`src/rtl/branch_redirect_ctrl.sv`:
```
// branch_redirect_ctrl: ID-stage branch hazard stall, held PC redirect and IF/ID flush sequencing (optional BRANCH_STATS_EN counters)
module branch_redirect_ctrl #(
    parameter int XLEN         = 32,
    parameter int FLUSH_CYCLES = 1
) (
    input  logic            i_clk,
    input  logic            i_rst,
    input  logic            i_clk_en,
    input  logic            i_cbranch_decoded,
    input  logic            i_ubranch_decoded,
    input  logic            i_branch_taken,
    input  logic [XLEN-1:0] i_jump_address,
    input  logic [4:0]      i_rs1_addr,
    input  logic [4:0]      i_rs2_addr,
    input  logic            i_uses_rs1,
    input  logic            i_uses_rs2,
    input  logic [4:0]      i_ex_rd_addr,
    input  logic            i_ex_reg_wr,
    input  logic [4:0]      i_mem_rd_addr,
    input  logic            i_mem_is_load,
    input  logic            i_fetch_ready,
    output logic            o_stall_id,
    output logic            o_pc_redirect,
    output logic [XLEN-1:0] o_pc_target,
    output logic            o_flush_if_id,
    output logic            o_misaligned
`ifdef BRANCH_STATS_EN
    ,
    output logic [31:0]     o_taken_cnt,
    output logic [31:0]     o_not_taken_cnt,
    output logic [31:0]     o_stall_cnt
`endif
);
    typedef enum logic [1:0] {IDLE, WAIT_OPS, REDIRECT, FLUSH} state_t;
    state_t          r_state;
    logic [3:0]      r_cnt;
    logic            w_br, w_haz1, w_haz2, w_hazard, w_taken, w_resolve;
    logic [XLEN-1:0] w_tgt;
    assign w_br      = i_cbranch_decoded | i_ubranch_decoded;
    assign w_haz1    = i_uses_rs1 && i_rs1_addr != 5'd0 &&
                       ((i_ex_reg_wr && i_rs1_addr == i_ex_rd_addr) || (i_mem_is_load && i_rs1_addr == i_mem_rd_addr));
    assign w_haz2    = i_uses_rs2 && i_rs2_addr != 5'd0 &&
                       ((i_ex_reg_wr && i_rs2_addr == i_ex_rd_addr) || (i_mem_is_load && i_rs2_addr == i_mem_rd_addr));
    assign w_hazard  = w_haz1 | w_haz2;
    assign w_taken   = i_ubranch_decoded | (i_cbranch_decoded & i_branch_taken);
    assign w_resolve = r_state == IDLE || r_state == WAIT_OPS;
    assign w_tgt     = i_jump_address & ~XLEN'(1);
    assign o_stall_id = (w_resolve & w_br & w_hazard) | (r_state == REDIRECT);
    always_ff @(posedge i_clk or posedge i_rst) begin
        if (i_rst) begin
            r_state       <= IDLE;
            r_cnt         <= 4'd0;
            o_pc_redirect <= 1'b0;
            o_pc_target   <= '0;
            o_flush_if_id <= 1'b0;
            o_misaligned  <= 1'b0;
        end else if (i_clk_en) begin
            o_misaligned <= 1'b0;
            unique case (r_state)
                IDLE, WAIT_OPS: begin
                    if (w_br && w_hazard) begin
                        r_state <= WAIT_OPS;
                    end else if (w_br && w_taken && w_tgt[1]) begin
                        o_misaligned <= 1'b1;
                        r_state      <= IDLE;
                    end else if (w_br && w_taken) begin
                        o_pc_target   <= w_tgt;
                        o_pc_redirect <= 1'b1;
                        o_flush_if_id <= 1'b1;
                        r_state       <= REDIRECT;
                    end else begin
                        r_state <= IDLE;
                    end
                end
                REDIRECT: begin
                    if (i_fetch_ready) begin
                        o_pc_redirect <= 1'b0;
                        if (FLUSH_CYCLES > 0) begin
                            r_cnt   <= 4'(FLUSH_CYCLES - 1);
                            r_state <= FLUSH;
                        end else begin
                            o_flush_if_id <= 1'b0;
                            r_state       <= IDLE;
                        end
                    end
                end
                FLUSH: begin
                    if (r_cnt == 4'd0) begin
                        o_flush_if_id <= 1'b0;
                        r_state       <= IDLE;
                    end else begin
                        r_cnt <= r_cnt - 4'd1;
                    end
                end
            endcase
        end
    end
`ifdef BRANCH_STATS_EN
    always_ff @(posedge i_clk or posedge i_rst) begin
        if (i_rst) begin
            o_taken_cnt     <= '0;
            o_not_taken_cnt <= '0;
            o_stall_cnt     <= '0;
        end else if (i_clk_en && w_resolve && w_br) begin
            if (w_hazard) o_stall_cnt <= o_stall_cnt + 32'd1;
            if (!w_hazard && w_taken && !w_tgt[1]) o_taken_cnt <= o_taken_cnt + 32'd1;
            if (!w_hazard && !w_taken && i_cbranch_decoded) o_not_taken_cnt <= o_not_taken_cnt + 32'd1;
        end
    end
`endif
endmodule

```
`config.mk`:
```
export PLATFORM = sky130hd
export DESIGN_NAME = branch_redirect_ctrl
export DESIGN_NICKNAME = d
export VERILOG_FILES = /design/src/rtl/branch_redirect_ctrl.sv
export SDC_FILE = /design/constraint.sdc
export NUM_CORES = 1
export LEC_CHECK = 0
export ABC_AREA = 1
export CORE_UTILIZATION = 38
export CTS_CLUSTER_SIZE = 40
export DETAILED_ROUTE_END_ITERATION = 10
export HOLD_SLACK_MARGIN = 0.06
export PLACE_DENSITY = 0.89
export SYNTH_ARGS = -nofsm -noshare
export SYNTH_HDL_FRONTEND = slang
export SYNTH_SLANG_ARGS = --single-unit
export TNS_END_PERCENT = 10
```
`constraint.sdc`:
```
create_clock -name i_clk -period 1.35 [get_ports i_clk]
set_input_delay 0.3375 -clock i_clk [delete_from_list [all_inputs] [get_ports i_clk]]
set_output_delay 0.3375 -clock i_clk [all_outputs]
set_load 0.01 [all_outputs]
```
==> metrics.csv, run 1 <==
metric,value,unit
slowest_delay,0.44,ns
cts.reportedPaths.clkPinSlew,0.09,ns
hold_class,in -> async,
rows,27,
dp_hpwl,5051,um
dieArea,0.006165,mm^2
p_seq_share,33.7,%
antenna_found_initial,0,
yosys_most_used_dff,dfrtp_1,
drc,0,
startpoint_type,register,
synth_top_family_by_area,simple AND/OR/NAND/NOR gates,
crit_type,reg -> reg,
drive_gt1_share,36.05,%
routabilityCongestion,0.8700,
area_delta_synth_final,80.65,%
fillers,368,
avgSynthCellArea,7.199,um^2
async_flop_share,100.0,%
place_worst_setup_slack,-1.120,ns
drtAntennaViolNets,0,
synth-compound-area-share,4.612,%
pwr-share-clk,12.3,%
grt_usage,30.15,%
synth_cell_types,26,
syn_inst,309,
synth_edf_count,0,
slowest_stage,dfrtp_1,
drtIter0Drc,272,
p_int,3.809,mW
critPathTopFamily,buffers and inverters,
cts.sinks,40,
rsz0062_at_grt,true,
skew,0.007445,ns
drv_slew,0,
synth_area_leaders,"dfrtp_1, nand2_1, nand4_1, inv_1, nor2_1",
pin_count,99,
whs,0.4073,ns
die_y,78.52,um
synth_nets,374,
crit_buf_inv,5,
seq_area,0.001001,mm^2
synth_top_area_cell,dfrtp_1,
yosysMostFrequentCell,nand2_1,
p_leak,2.077,nW
fp.dieW,78.52,um
cap_viol_max_count,0,
synth-xor-area-share,0,%
required,1.59,ns
setup_ws,-0.4234,ns
portBuffers,96,
power_frac_comb,54.0,%
path_common_cell,buf_6,
synth-seq-cells,40,
grt_pass1_vias,2738,
wl_per_cell,19.91,um
critPathCaptureType,register,
diodes,0,
fmax,563.9,MHz
placed_cell_area,0.003408,mm^2
first_pass_iters,5,
switching_share,42.15,%
multiInputGateArea,0.001257,mm^2
p_per_area,1638,mW/mm^2
synth-simple-area-share,39.65,%
ctsHoldBuffers,0,
muxShareOfSynthArea,0,%
stdcell_area,0.004019,mm^2
viasPerCell,5.676,
drt-total-wl,10210,um
path_cells,"buf_4, buf_6, nor3_4, buf_6, buf_6, buf_16, nand4_1, nand2_2",
insertion_delay,0.30,ns
synth-seq-area-share,44.99,%
status,finished with violations,
initial_core_util,39.91,%
synth_area,0.002225,mm^2
cp.arrival,2.01,ns
overflow,0,
synthAdderAreaFrac,1.125,%
setup-violations-final,44,
finalCritPeriodShare,131.4,%
core_area,0.005574,mm^2
p_sw,2.776,mW
cts.htree.levels,2,
synth_commonest_cells,"nand2_1, dfrtp_1, nand4_1",
ir_drop,1041,uV
cp_max_fo,7,
final-hold-violation-count,0,
root_buffer,clkbuf_8,
cts_made_buffers,5,
tritoncts,done,
fin_nets,506,
min_period,1.773,ns
yosysTopAreaCellShare,44.99,%
grt_pass1_wl,13990,um
grt_max_degree,31,
post-route-util,72.10,%
cts_buffer_depth,2,
num_vias,2912,
violations,setup timing,
tns,-10.04,ns
ys_warn_count,0,
-- worst paths after layout --
check / from / to / slack, ns / cells after the start
setup / recovery: r_state[1] / o_pc_target[24] / -0.42 / 8
hold reg to reg: o_pc_target[16] / o_pc_target[16] / 0.47 / 2
hold / removal: i_rst / o_pc_target[8] / 0.41 / 3
max in group asynchronous: i_rst / o_misaligned / 0.64 / 3
setup reg to reg: r_state[1] / o_pc_target[24] / -0.42 / 8
min in group i_clk: o_pc_target[16] / o_pc_target[16] / 0.47 / 2
-- power groups by stage --
stage	logic, mW	clock network, mW	registers, mW
finish	3.55	0.810	2.22
global route	3.75	0.859	2.27
CTS	2.82	0.781	2.08
detailed placement	2.86	0	2.09
global placement	2.76	0	2.08
floorplan	0.951	0	2.33
-- per-layer routing --
layer  part of all wire, %  track usage, %
met5                     0               0
met4                   7.1           17.59
met3                   7.7           5.814
met2                    49           49.04
met1                    36           37.02
-- placed cells by master (no fill, tap or decap), drive strengths merged --
cell,count
clkinvlp,1
clkbuf,6
nor2,26
dlygate4sd2,32
o22ai,2
o21ai,7
conb,1
inv,33
ha,2
clkdlybuf4s15,8
buf,65
a31oi,2
nor3,2
a21oi,4
dfrtp,40
nand4,32
nand3,10
clkinv,1
o31ai,1
clkdlybuf4s50,33
nand2,133
-- worst register-to-register path, stage by stage (launching register included) --
cell and delay (ns):
dfrtp_1 0.44, buf_4 0.17, buf_6 0.12, nor3_4 0.22, buf_6 0.19, buf_6 0.11
buf_16 0.11, nand4_1 0.18, nand2_2 0.17
-- flip-flops by register name (all words and copies together), names as in the netlist --
name and cells:
o_pc_target 31, r_cnt 4, r_state 2, o_flush_if_id 1, o_misaligned 1, o_pc_redirect 1
-- layout make-up --
class                      instances  share of cell area (%)
timing repair buffer             139                   35.96
multi-input combinational        222                   31.29
sequential                        40                   24.91
inverter                          33                   3.580
tap                               72                   2.242
clock buffer                       5                   1.712
clock inverter                     2                  0.3113
-- per-stage QoR --
stage               instances  power, mW
floorplan                 309      3.278
global placement          488      4.835
detailed placement        488      4.956
CTS                       512      5.675
global route              513      6.876
finish                    513      6.585
-- cell families after synthesis --
| kind of cell | count (synthesis) |
|---|---|
| other | 1 |
| adders and majority gates | 2 |
| DFF | 40 |
| AOI/OAI and AO/OA | 16 |
| and+or+nand+nor | 203 |
| buffers and inverters | 47 |
-- timing repair --
item / 4_1_cts / 5_1_grt
hold endpoints to repair: 0 / 0
buffers inserted: 11 / 3
endpoints found under the setup margin: 74 / 47
gates cloned: 6 / 0
resized for setup: 211 / 76
pin swaps: 51 / 29
Power figures use the tool's default switching activity.
==> inputs of run 2 (changes only) <==
- CORE_UTILIZATION: 38 -> 55
- DONT_BUFFER_PORTS: not set -> 1
- PLACE_DENSITY: 0.89 -> 0.85
==> metrics.csv, run 2 (same netlist as run 1, synthesis figures left out) <==
metric,value,unit
num_vias,2083,
critPathCaptureType,output port,
initial_core_util,58.99,%
min_period,1.479,ns
cp_max_fo,4,
fillers,313,
dieArea,0.004303,mm^2
path_common_cell,inv_2,
fmax,676.0,MHz
rsz0062_at_grt,true,
critPathTopFamily,flip-flops,
cts_made_buffers,5,
p_int,3.272,mW
slowest_delay,0.45,ns
insertion_delay,0.29,ns
p_per_area,1993,mW/mm^2
area_delta_synth_final,20.30,%
p_leak,1.464,nW
mostFrequentLayoutCells,"nand2_1, dfrtp_1, nand4_1",
grt_pass1_vias,1955,
crit_type,reg -> out,
p_seq_share,45.8,%
required,1.01,ns
whs,0.1826,ns
die_y,65.60,um
seq_area,0.001002,mm^2
pwr-share-clk,21.4,%
fp.dieW,65.60,um
drtIter0Drc,103,
pin_count,99,
setup_ws,-0.1292,ns
cap_viol_max_count,0,
wl_per_cell,14.72,um
dp_hpwl,3781,um
fin_nets,391,
portBuffers,0,
diodes,0,
cp.arrival,1.14,ns
drv_slew,0,
core_area,0.003771,mm^2
cts.htree.levels,2,
regMostFlops,o_pc_target,
power_frac_comb,32.9,%
switching_share,38.64,%
hold_class,in -> reg,
largest_register_ffs,31,
status,finished with violations,
final_common_cell,nand2_1,
cts.sinks,40,
drtAntennaViolNets,0,
tritoncts,done,
startpoint_type,register,
finalPower,5.333,mW
drive_gt1_share,19.94,%
antenna_found_initial,0,
violations,setup timing,
cts.reportedPaths.clkPinSlew,0.08,ns
p_sw,2.060,mW
grt_usage,25.87,%
reg_top3,"o_pc_target: 31 flops, r_cnt: 4 flops, r_state: 2 flops",
setup-violations-final,34,
slowest_stage,dfrtp_2,
grt_pass1_wl,8397,um
skew,0.005991,ns
viasPerCell,5.570,
final-hold-violation-count,0,
root_buffer,clkbuf_8,
ir_drop,943.2,uV
routabilityCongestion,0.8338,
path_cells,"inv_2, nor2_4, inv_2, buf_6, nand2_4",
finalCritPeriodShare,109.6,%
drc,0,
cts_buffer_depth,2,
crit_buf_inv,3,
drt-total-wl,5506,um
grt_max_degree,41,
rows,22,
first_pass_iters,6,
overflow,0,
multiInputGateArea,0.001127,mm^2
==> run 2: power by group through the flow <==
| stage | registers [mW] | logic [mW] | clock network [mW] |
|---|---|---|---|
| detailed placement | 2.45 | 1.30 | 0 |
| finish | 2.44 | 1.75 | 1.14 |
| floorplan | 2.33 | 0.951 | 0 |
| global route | 2.51 | 1.96 | 1.20 |
| CTS | 2.42 | 1.52 | 1.15 |
| global placement | 2.43 | 1.22 | 0 |
==> run 2: area by class of cell <==
type / instances / area share (%)
timing repair buffer: 24 / 8.742
inverter: 33 / 4.628
tap: 48 / 2.244
clock inverter: 2 / 2.244
multi-input combinational: 222 / 42.12
clock buffer: 5 / 2.571
sequential: 40 / 37.45
==> run 2: metrics by stage <==
step	worst slack, ns	area, um^2	instances	TNS [ns]	util (%)
global route	-0.1561	2676	374	-3.354	70.97
global placement	-0.1482	2350	359	-4.636	62.31
CTS	-0.08738	2590	374	-0.5737	68.68
finish	-0.1292	2676	374	-1.637	70.97
detailed placement	-0.1744	2350	359	-5.165	62.31
floorplan	0.01012	2225	309	0	-
==> run 2: layer usage <==
| layer | routed length [um] | share of wire [%] | global-route usage (%) |
|---|---|---|---|
| met1 | 2289 | 42 | 30.43 |
| met2 | 2698 | 49 | 43.69 |
| met3 | 450 | 8.2 | 9.549 |
| met4 | 67 | 1.2 | 7.880 |
| met5 | 0 | 0 | 0 |
==> run 2: what timing repair did <==
action / 4_1_cts / 5_1_grt
pin swaps: 7 / 23
endpoints found under the setup margin: 7 / 41
buffers inserted: 7 / 2
hold buffers: 1 / 0
endpoints found under the hold margin: 40 / 0
gates resized for setup: 15 / 24
==> run 2: worst paths after layout <==
check | start | to | slack [ns] | cells after the start
setup / recovery | r_state[1] | o_stall_id | -0.13 | 5
hold / removal | i_jump_address[1] | o_misaligned | 0.18 | 2
setup reg to reg | r_state[1] | o_pc_target[26] | -0.07 | 6
hold reg to reg | r_cnt[3] | r_cnt[3] | 0.50 | 1
max in group asynchronous | i_rst | r_state[1] | 0.60 | 3
min in group asynchronous | i_rst | r_cnt[1] | 0.54 | 3
==> inputs of run 3 (changes only) <==
- PLACE_DENSITY: 0.85 -> 0.82
- clock period: 1.35 -> 1.6 ns (I/O delays scaled with it)
==> metrics.csv, run 3 (same netlist as run 1, synthesis figures left out) <==
metric,value,unit
status,"complete, no violations",
reg_top3,"o_pc_target: 31 flops, r_cnt: 4 flops, r_state: 2 flops",
routabilityCongestion,0.9095,
largest_register_ffs,31,
core_area,0.003771,mm^2
skew,0.004520,ns
mostFrequentLayoutCells,"nand2_1, dfrtp_1, nand4_1",
cts.sinks,40,
fin_nets,377,
first_pass_iters,4,
dp_hpwl,3854,um
tritoncts,done,
p_per_area,1526,mW/mm^2
insertion_delay,0.28,ns
startpoint_type,input port,
initial_core_util,58.99,%
critPathCaptureType,output port,
path_cells,"inv_1, nand2_1, nand2_1, nor2_1, nand3_1, nand2_1, nand2_1, nand2_2, nand2_2, nand2_2",
pin_count,99,
grt_max_degree,35,
dieArea,0.004303,mm^2
setup-violations-final,0,
final_common_cell,nand2_1,
cts_made_buffers,5,
viasPerCell,5.478,
hold_class,in -> reg,
finalPower,3.684,mW
fp.dieW,65.60,um
drive_gt1_share,10.90,%
grt_usage,25.14,%
drc,0,
grt_pass1_vias,1923,
required,1.20,ns
cts.htree.levels,2,
final-hold-violation-count,0,
drt-total-wl,5069,um
critPathTopFamily,simple AND/OR/NAND/NOR gates,
cp_max_fo,3,
grt_pass1_wl,8197,um
regMostFlops,o_pc_target,
p_leak,1.348,nW
drtAntennaViolNets,0,
diodes,0,
cap_viol_max_count,0,
path_common_cell,nand2_1,
overflow,0,
rows,22,
ir_drop,940.8,uV
cp.arrival,1.12,ns
min_period,1.522,ns
portBuffers,0,
fmax,657.1,MHz
antenna_found_initial,0,
slowest_stage,nor2_1,
cts.reportedPaths.clkPinSlew,0.08,ns
crit_buf_inv,1,
rsz0062_at_grt,true,
crit_type,in -> out,
drv_slew,0,
wl_per_cell,14.08,um
num_vias,1972,
die_y,65.60,um
cts_buffer_depth,2,
slowest_delay,0.11,ns
setup_ws,0.07825,ns
drtIter0Drc,115,
area_delta_synth_final,8.492,%
root_buffer,clkbuf_8,
finalCritPeriodShare,95.11,%
place_worst_setup_slack,0.007008,ns
## run 3: per-layer routing
| layer | track usage (%) | part of all wire [%] |
|---|---|---|
| met5 | 0 | 0 |
| met4 | 7.609 | 1.1 |
| met3 | 8.507 | 8.9 |
| met2 | 43.17 | 50 |
| met1 | 29.45 | 40 |
## run 3: cell type report
class,instances,area (um^2)
fillers,344,1358
multi-input cells,222,1044
flip-flops and latches,40,1002
inverters,33,123.9
repair buffers,10,102.6
clock buffers,5,68.82
well taps,48,60.06
clock inverters,2,12.51
## run 3: where the power goes
group	total [mW]	internal [mW]	switching, mW
Combinational	0.997	0.388	0.609
Clock	0.625	0.295	0.330
Sequential	2.06	1.50	0.566
Total	3.68	2.18	1.50
## run 3: worst paths after layout
kind	start	endpoint	slack (ns)	cells after the start
setup / recovery	i_rs2_addr[3]	o_stall_id	0.08	10
hold / removal	i_jump_address[9]	o_pc_target[9]	0.25	2
setup reg to reg	r_state[1]	r_cnt[3]	0.15	9
hold reg to reg	r_cnt[3]	r_cnt[3]	0.48	1
max in group asynchronous	i_rst	r_cnt[3]	0.69	3
min in group asynchronous	i_rst	r_state[0]	0.57	3
## run 3: worst register-to-register path: cells and delay by family (launching register included)
kind	cells	cell delay [ns]
compound gates	3	0.37
flops	1	0.45
buf+inv	3	0.25
simple gates	3	0.27
## run 3: stage by stage
| stage | cells | hold WS [ns] | util [%] | instance area (um^2) | TNS, ns |
|---|---|---|---|---|---|
| 2_1_floorplan | 309 | 0.4451 | - | 2225 | 0 |
| 4_1_cts | 359 | 0.2470 | 63.14 | 2381 | 0 |
| 3_5_place_dp | 351 | 0.3182 | 60.72 | 2290 | 0 |
| 6_report | 360 | 0.2519 | 64.00 | 2414 | 0 |
| 5_1_grt | 360 | 0.2424 | 64.00 | 2414 | -0.01417 |
| 3_3_place_gp | 351 | 0.3199 | 60.72 | 2290 | 0 |
## run 3: timing repair
| action | in CTS | in global routing |
|---|---|---|
| hold buffers | 1 | 0 |
| buffers inserted | 0 | 1 |
| gates resized for setup | 0 | 7 |
| setup endpoints to repair | 0 | 4 |
| endpoints found under the hold margin | 12 | 0 |
